[config.mk]
export PLATFORM = sky130hd
export DESIGN_NAME = combinational_circuit
export DESIGN_NICKNAME = d
export VERILOG_FILES = /design/src/rtl/combinational_circuit_pkg.sv /design/src/rtl/combinational_circuit_core.sv /design/src/rtl/combinational_circuit.sv
export SDC_FILE = /design/constraint.sdc
export NUM_CORES = 1
export LEC_CHECK = 0
export CAP_MARGIN = 20
export CORE_MARGIN = 8
export CORE_UTILIZATION = 54
export CTS_BUF_LIST = sky130_fd_sc_hd__clkbuf_16
export DETAILED_ROUTE_END_ITERATION = 10
export HOLD_SLACK_MARGIN = 0.12
export PLACE_DENSITY = 0.8
export SLEW_MARGIN = 10
export SYNTH_ARGS = -nofsm -noshare
export SYNTH_HDL_FRONTEND = slang
export SYNTH_SLANG_ARGS = --single-unit
[constraint.sdc]
create_clock -name clk -period 0.8 [get_ports clk]
set_input_delay 0.16 -clock clk [delete_from_list [all_inputs] [get_ports clk]]
set_output_delay 0.16 -clock clk [all_outputs]
set_load 0.1 [all_outputs]
[src/rtl/combinational_circuit_pkg.sv]
// Shared widths and pure transform functions for the fitness-timer byte transform.
// The RTL core and the bench model both build on these functions.
package combinational_circuit_pkg;

  localparam int WIDTH    = 8;
  localparam int ROT_BITS = 3;

  typedef logic [WIDTH-1:0]    byte_t;
  typedef logic [ROT_BITS-1:0] rot_t;
  typedef logic [ROT_BITS:0]   pop_t;

  // Binary-to-Gray: each bit XORed with its more significant neighbour.
  function automatic byte_t gray8(input byte_t value);
    return value ^ (value >> 1);
  endfunction

  // Rotate left; the 3-bit index add wraps modulo WIDTH on its own.
  function automatic byte_t rotl8(input byte_t value, input rot_t amt);
    byte_t result;
    rot_t  idx;
    result = '0;
    for (int i = 0; i < WIDTH; i++) begin
      idx         = rot_t'(i) + amt;
      result[idx] = value[i];
    end
    return result;
  endfunction

  function automatic pop_t popcount8(input byte_t value);
    pop_t cnt;
    cnt = '0;
    for (int i = 0; i < WIDTH; i++) begin
      cnt = cnt + pop_t'(value[i]);
    end
    return cnt;
  endfunction

endpackage

[src/rtl/combinational_circuit_core.sv]
// Pure combinational mapping input_bits -> t3_next through the Gray,
// rotate and popcount-add stages.
module combinational_circuit_core
  import combinational_circuit_pkg::*;
(
  input  logic [WIDTH-1:0] input_bits,
  output logic [WIDTH-1:0] t3_next
);

  byte_t t1;
  byte_t t2;
  pop_t  pop;

  always_comb begin
    t1      = gray8(input_bits);
    t2      = rotl8(t1, input_bits[ROT_BITS-1:0]);
    pop     = popcount8(input_bits);
    // Carry-out is intentionally dropped: the sum wraps modulo 256.
    t3_next = t2 + byte_t'(pop);
  end

endmodule

[src/rtl/combinational_circuit.sv]
// Registered byte transform: one input sampled per clock, result on T3
// exactly one cycle later, out_valid marks the first sampled result after reset.
module combinational_circuit
  import combinational_circuit_pkg::*;
(
  input  logic             clk,
  input  logic             rst_n,
  input  logic [WIDTH-1:0] input_bits,
  output logic [WIDTH-1:0] T3,
  output logic             out_valid
);

  byte_t t3_next;

  combinational_circuit_core u_core (
    .input_bits (input_bits),
    .t3_next    (t3_next)
  );

  // No handshake: every edge out of reset captures a fresh result.
  always_ff @(posedge clk or negedge rst_n) begin
    if (!rst_n) begin
      T3        <= '0;
      out_valid <= 1'b0;
    end else begin
      T3        <= t3_next;
      out_valid <= 1'b1;
    end
  end

endmodule

==> qor.csv, run 1 <==
metric;value;unit
outcome;stopped before the end;
lastStage;global routing;
first-error;[ERROR DPL-0038] Utilization greater than 100%, impossible to legalize;
portBuffers;18;
synth_top_area_cell;dfrtp_1;
worstEpCategory;sequential cell input;
htreeDepth;1;
placementRows;17;
ys_ff_latch;9;
placed_area;1870;um2
cts_buffers;3;
cts_sinks;9;
synth_seq_area_share;18.8;%
synth_compound_area_share;21.8;%
start_util;55.9;%
io_pins;19;
synth_top_family_by_area;compound AO/OA/AOI/OAI gates;
synth_cell_types;33;
ys.warnings.count;0;
dieWidth;63.1;um
synth_area_leaders;dfrtp_1 (19%), ha_1 (13%), fa_1 (8.3%);
cts.hold.buffers_added;0;
grt_max_degree;18;
dp_hpwl;3380;um
synthesis.area;1200;um2
yosys.area_share.simple;12.8;%
root_buffer;clkbuf_16;
yosys.area.top_type_share;18.8;%
gp_congestion;0.926;
synth-xor-area-share;13.2;%
synth_nets;174;
synthMuxAreaShare;4.28;%
avgSynthCellArea;8.16;um2
clockBufferDepth;2;
synthAdderAreaFrac;20.9;%
worst_endpoint;T3[6]$_DFF_PN0_/D;
die_y;63.1;um
netlist_instances;147;
-- Yosys cell counts --
master	number
mux2i_1	4
nand3_1	1
xor2_4	1
buf_6	1
inv_1	16
a31oi_1	2
nand2_1	12
dfrtp_1	9
nor2b_1	1
clkbuf_1	4
mux2_2	1
nor4_2	1
fa_1	5
xnor2_1	10
nand3b_1	1
ha_1	12
a21oi_1	15
conb_1	1
clkbuf_2	1
a21o_1	3
o2111a_1	1
o211ai_2	1
or3b_4	1
o211ai_1	1
xor2_1	5
nor2_1	13
nor3_1	2
buf_1	1
o22ai_1	1
a211oi_2	1
and3_2	1
o21ai_0	15
a2bb2oi_1	3
-- metrics by stage --
step           setup WS, ns  instances  util (%)
2_1_floorplan         -2.86        147         -
3_3_place_gp          -3.40        229      87.2
3_5_place_dp          -3.73        229      87.2
4_1_cts               -2.91        239      97.4
-- cells by family after synthesis --
kind of cell / Yosys count
fa+ha+maj: 17
mux: 5
compound gates: 43
simple gates: 33
xor+xnor: 16
buf+inv: 23
other cells: 1
flops: 9
-- what timing repair did --
item,CTS
buffers inserted,6
pin swaps,21
resized for setup,42
setup endpoints to repair,17
==> run 2: changes to the inputs <==
- CORE_AREA: default -> 8 8 69 71
- CORE_MARGIN: 8 -> default
- CORE_UTILIZATION: 54 -> default
- CTS_BUF_LIST: sky130_fd_sc_hd__clkbuf_16 -> default
- DIE_AREA: default -> 0 0 77 79
- HOLD_SLACK_MARGIN: 0.12 -> default
- PLACE_DENSITY: 0.8 -> default
- PLACE_DENSITY_LB_ADDON: default -> 0.15
==> qor.csv, run 2 <==
metric;value;unit
outcome;finished with violations;
violations;setup timing;
gp_congestion;0.831;
portBuffers;18;
ys.warnings.count;0;
synth_flop_cell;dfrtp_1;
drt_iter0_markers;22;
drcViolationCount;0;
drive_gt1_share;49.5;%
fin_total_pwr;5.50;mW
ant_nets;0;
die_y;79;um
maxSlewViolCount;0;
synth_top_area_cell;dfrtp_1;
htreeDepth;1;
synth_common_cells;inv_1 (16), a21oi_1 (15), o21ai_0 (15);
antenna_found_initial;0;
path_buf_inv;5;
track_usage;11.6;%
grt_overflow_total;0;
yosys.area.top_type_share;18.8;%
area_delta_synth_final;78.1;%
wl_per_cell;12.9;um
cap_violations;0;
die_area;6080;um2
root_buffer;clkbuf_8;
worst_path_max_delay_cell;fa_1;
setup_ws;-2.62;ns
setup_viol;17;
fmax;292;MHz
viasPerCell;4.70;
vdd_drop_max;720;uV
final_cell_mix;buf_4 (43), a21oi_1 (13), inv_1 (12), nor2_1 (12);
synth_cell_types;33;
io_pins;19;
min-delay-path-class;in -> async;
cts_buffers;3;
power_density;2570;nW/um2
largest_reg_flops;8;
cp.arrival;3.57;ns
cts.hold.buffers_added;0;
fin_hold_ws;0.262;ns
largestRegisters;T3 x8, out_valid x1;
required;0.94;ns
final_nets;240;
fp.coreArea;3800;um2
start_util;31.6;%
dieWidth;77;um
firstDrtPassIters;4;
critPathLaunchType;input port;
rsz0062_at_grt;true;
clockBufferDepth;2;
ys_ff_latch;9;
largest_register;T3;
dp_hpwl;2770;um
worst_setup_path_end_kind;register;
clkTransAtPathRegs;0.04;ns
tritoncts;yes;
synthesis.area;1200;um2
post-route-cell-area;2140;um2
dr_total_vias;1231;
critPathMaxStageDelay;0.47;ns
synth_area_leaders;dfrtp_1 (19%), ha_1 (13%), fa_1 (8.3%);
synth_edf_count;0;
totalWireLength;3390;um
avgSynthCellArea;8.16;um2
cp_max_fo;3;
min_period_over_period;428;%
placementRows;23;
final_common_cell;buf_4;
crit_family;adder cells;
placed_area;1940;um2
synth_nets;174;
period_minus_slack;3.42;ns
timing.final.hold_violations;0;
synth_most_common_cell;inv_1;
insertedDiodeCount;0;
netlist_instances;147;
grt_max_degree;19;
grt_pass1_vias;1338;
cts_sinks;9;
synth_seq_area_share;18.8;%
grt_first_pass_wirelength;5850;um
p_leak;1.00;nW
utilization;56.3;%
path_class;in -> reg;
ys_async_sr_fraction;100;%
cp_cell_sequence;buf_12 > inv_12 > ha_4 > xor2_4 > mux2_4 > nand2_2 > o21ai_2 > nor2_1 > nor2_1 > fa_1 > inv_1 > fa_1 > fa_2 > buf_6 > inv_2 > a21o_1 > a21oi_2 > nor2b_1 > nor2_2 > nor4_2 > xnor2_1;
==> run 2: routing by layer <==
| metal | track usage [%] | vias up | wire length (um) |
|---|---|---|---|
| met4 | 5.09 | 0 | 58 |
| met1 | 11.8 | 571 | 1290 |
| li1 | - | 620 | - |
| met2 | 22.6 | 34 | 1890 |
| met3 | 2.26 | 6 | 146 |
| met5 | 0 | - | 0 |
==> run 2: worst paths after layout <==
check	slack [ns]	end	start	depth (start not counted)
max	-2.62	T3[7]$_DFF_PN0_	input_bits[0]	21
min in group clk	0.53	T3[7]$_DFF_PN0_	input_bits[0]	5
max in group asynchronous	0.43	T3[3]$_DFF_PN0_	rst_n	2
min	0.26	T3[6]$_DFF_PN0_	rst_n	2
==> run 2: area by class of cell <==
cell class	count	area, um2
inverters	16	75.1
repair buffers	68	692
flip-flops and latches	9	255
fillers	362	1660
clock buffers	4	45.0
multi-input cells	115	1010
well taps	50	62.6
==> run 2: stage by stage <==
step	worst slack (ns)	TNS (ns)	std cells
floorplan	-2.86	-20.53	147
global placement	-3.40	-24.90	256
detailed placement	-3.43	-25.16	256
CTS	-2.80	-22.82	263
global route	-2.84	-22.05	262
finish	-2.62	-20.97	262
==> run 2: logic make-up after synthesis <==
kind of cell / count (synthesis) / synth area share, %
compound gates: 43 / 21.8
xor+xnor: 16 / 13.2
fa+ha+maj: 17 / 20.9
buf+inv: 23 / 7.92
flops: 9 / 18.8
mux: 5 / 4.28
other cells: 1 / 0.313
simple gates: 33 / 12.8
==> run 2: report_power, final <==
group / internal (mW) / switching, mW / leakage [nW]
Sequential: 0.746 / 0.142 / 0.0983
Clock: 0.345 / 0.156 / 0.0228
Combinational: 1.79 / 2.32 / 0.879
==> run 2: timing repair <==
item                                    CTS  global route
endpoints found under the setup margin   17            17
hold endpoints to repair                  0             0
setup buffers                             3             1
pin swaps                                16            20
gates resized for setup                  27            27
Note: power is estimated with default switching activity, not from simulation.
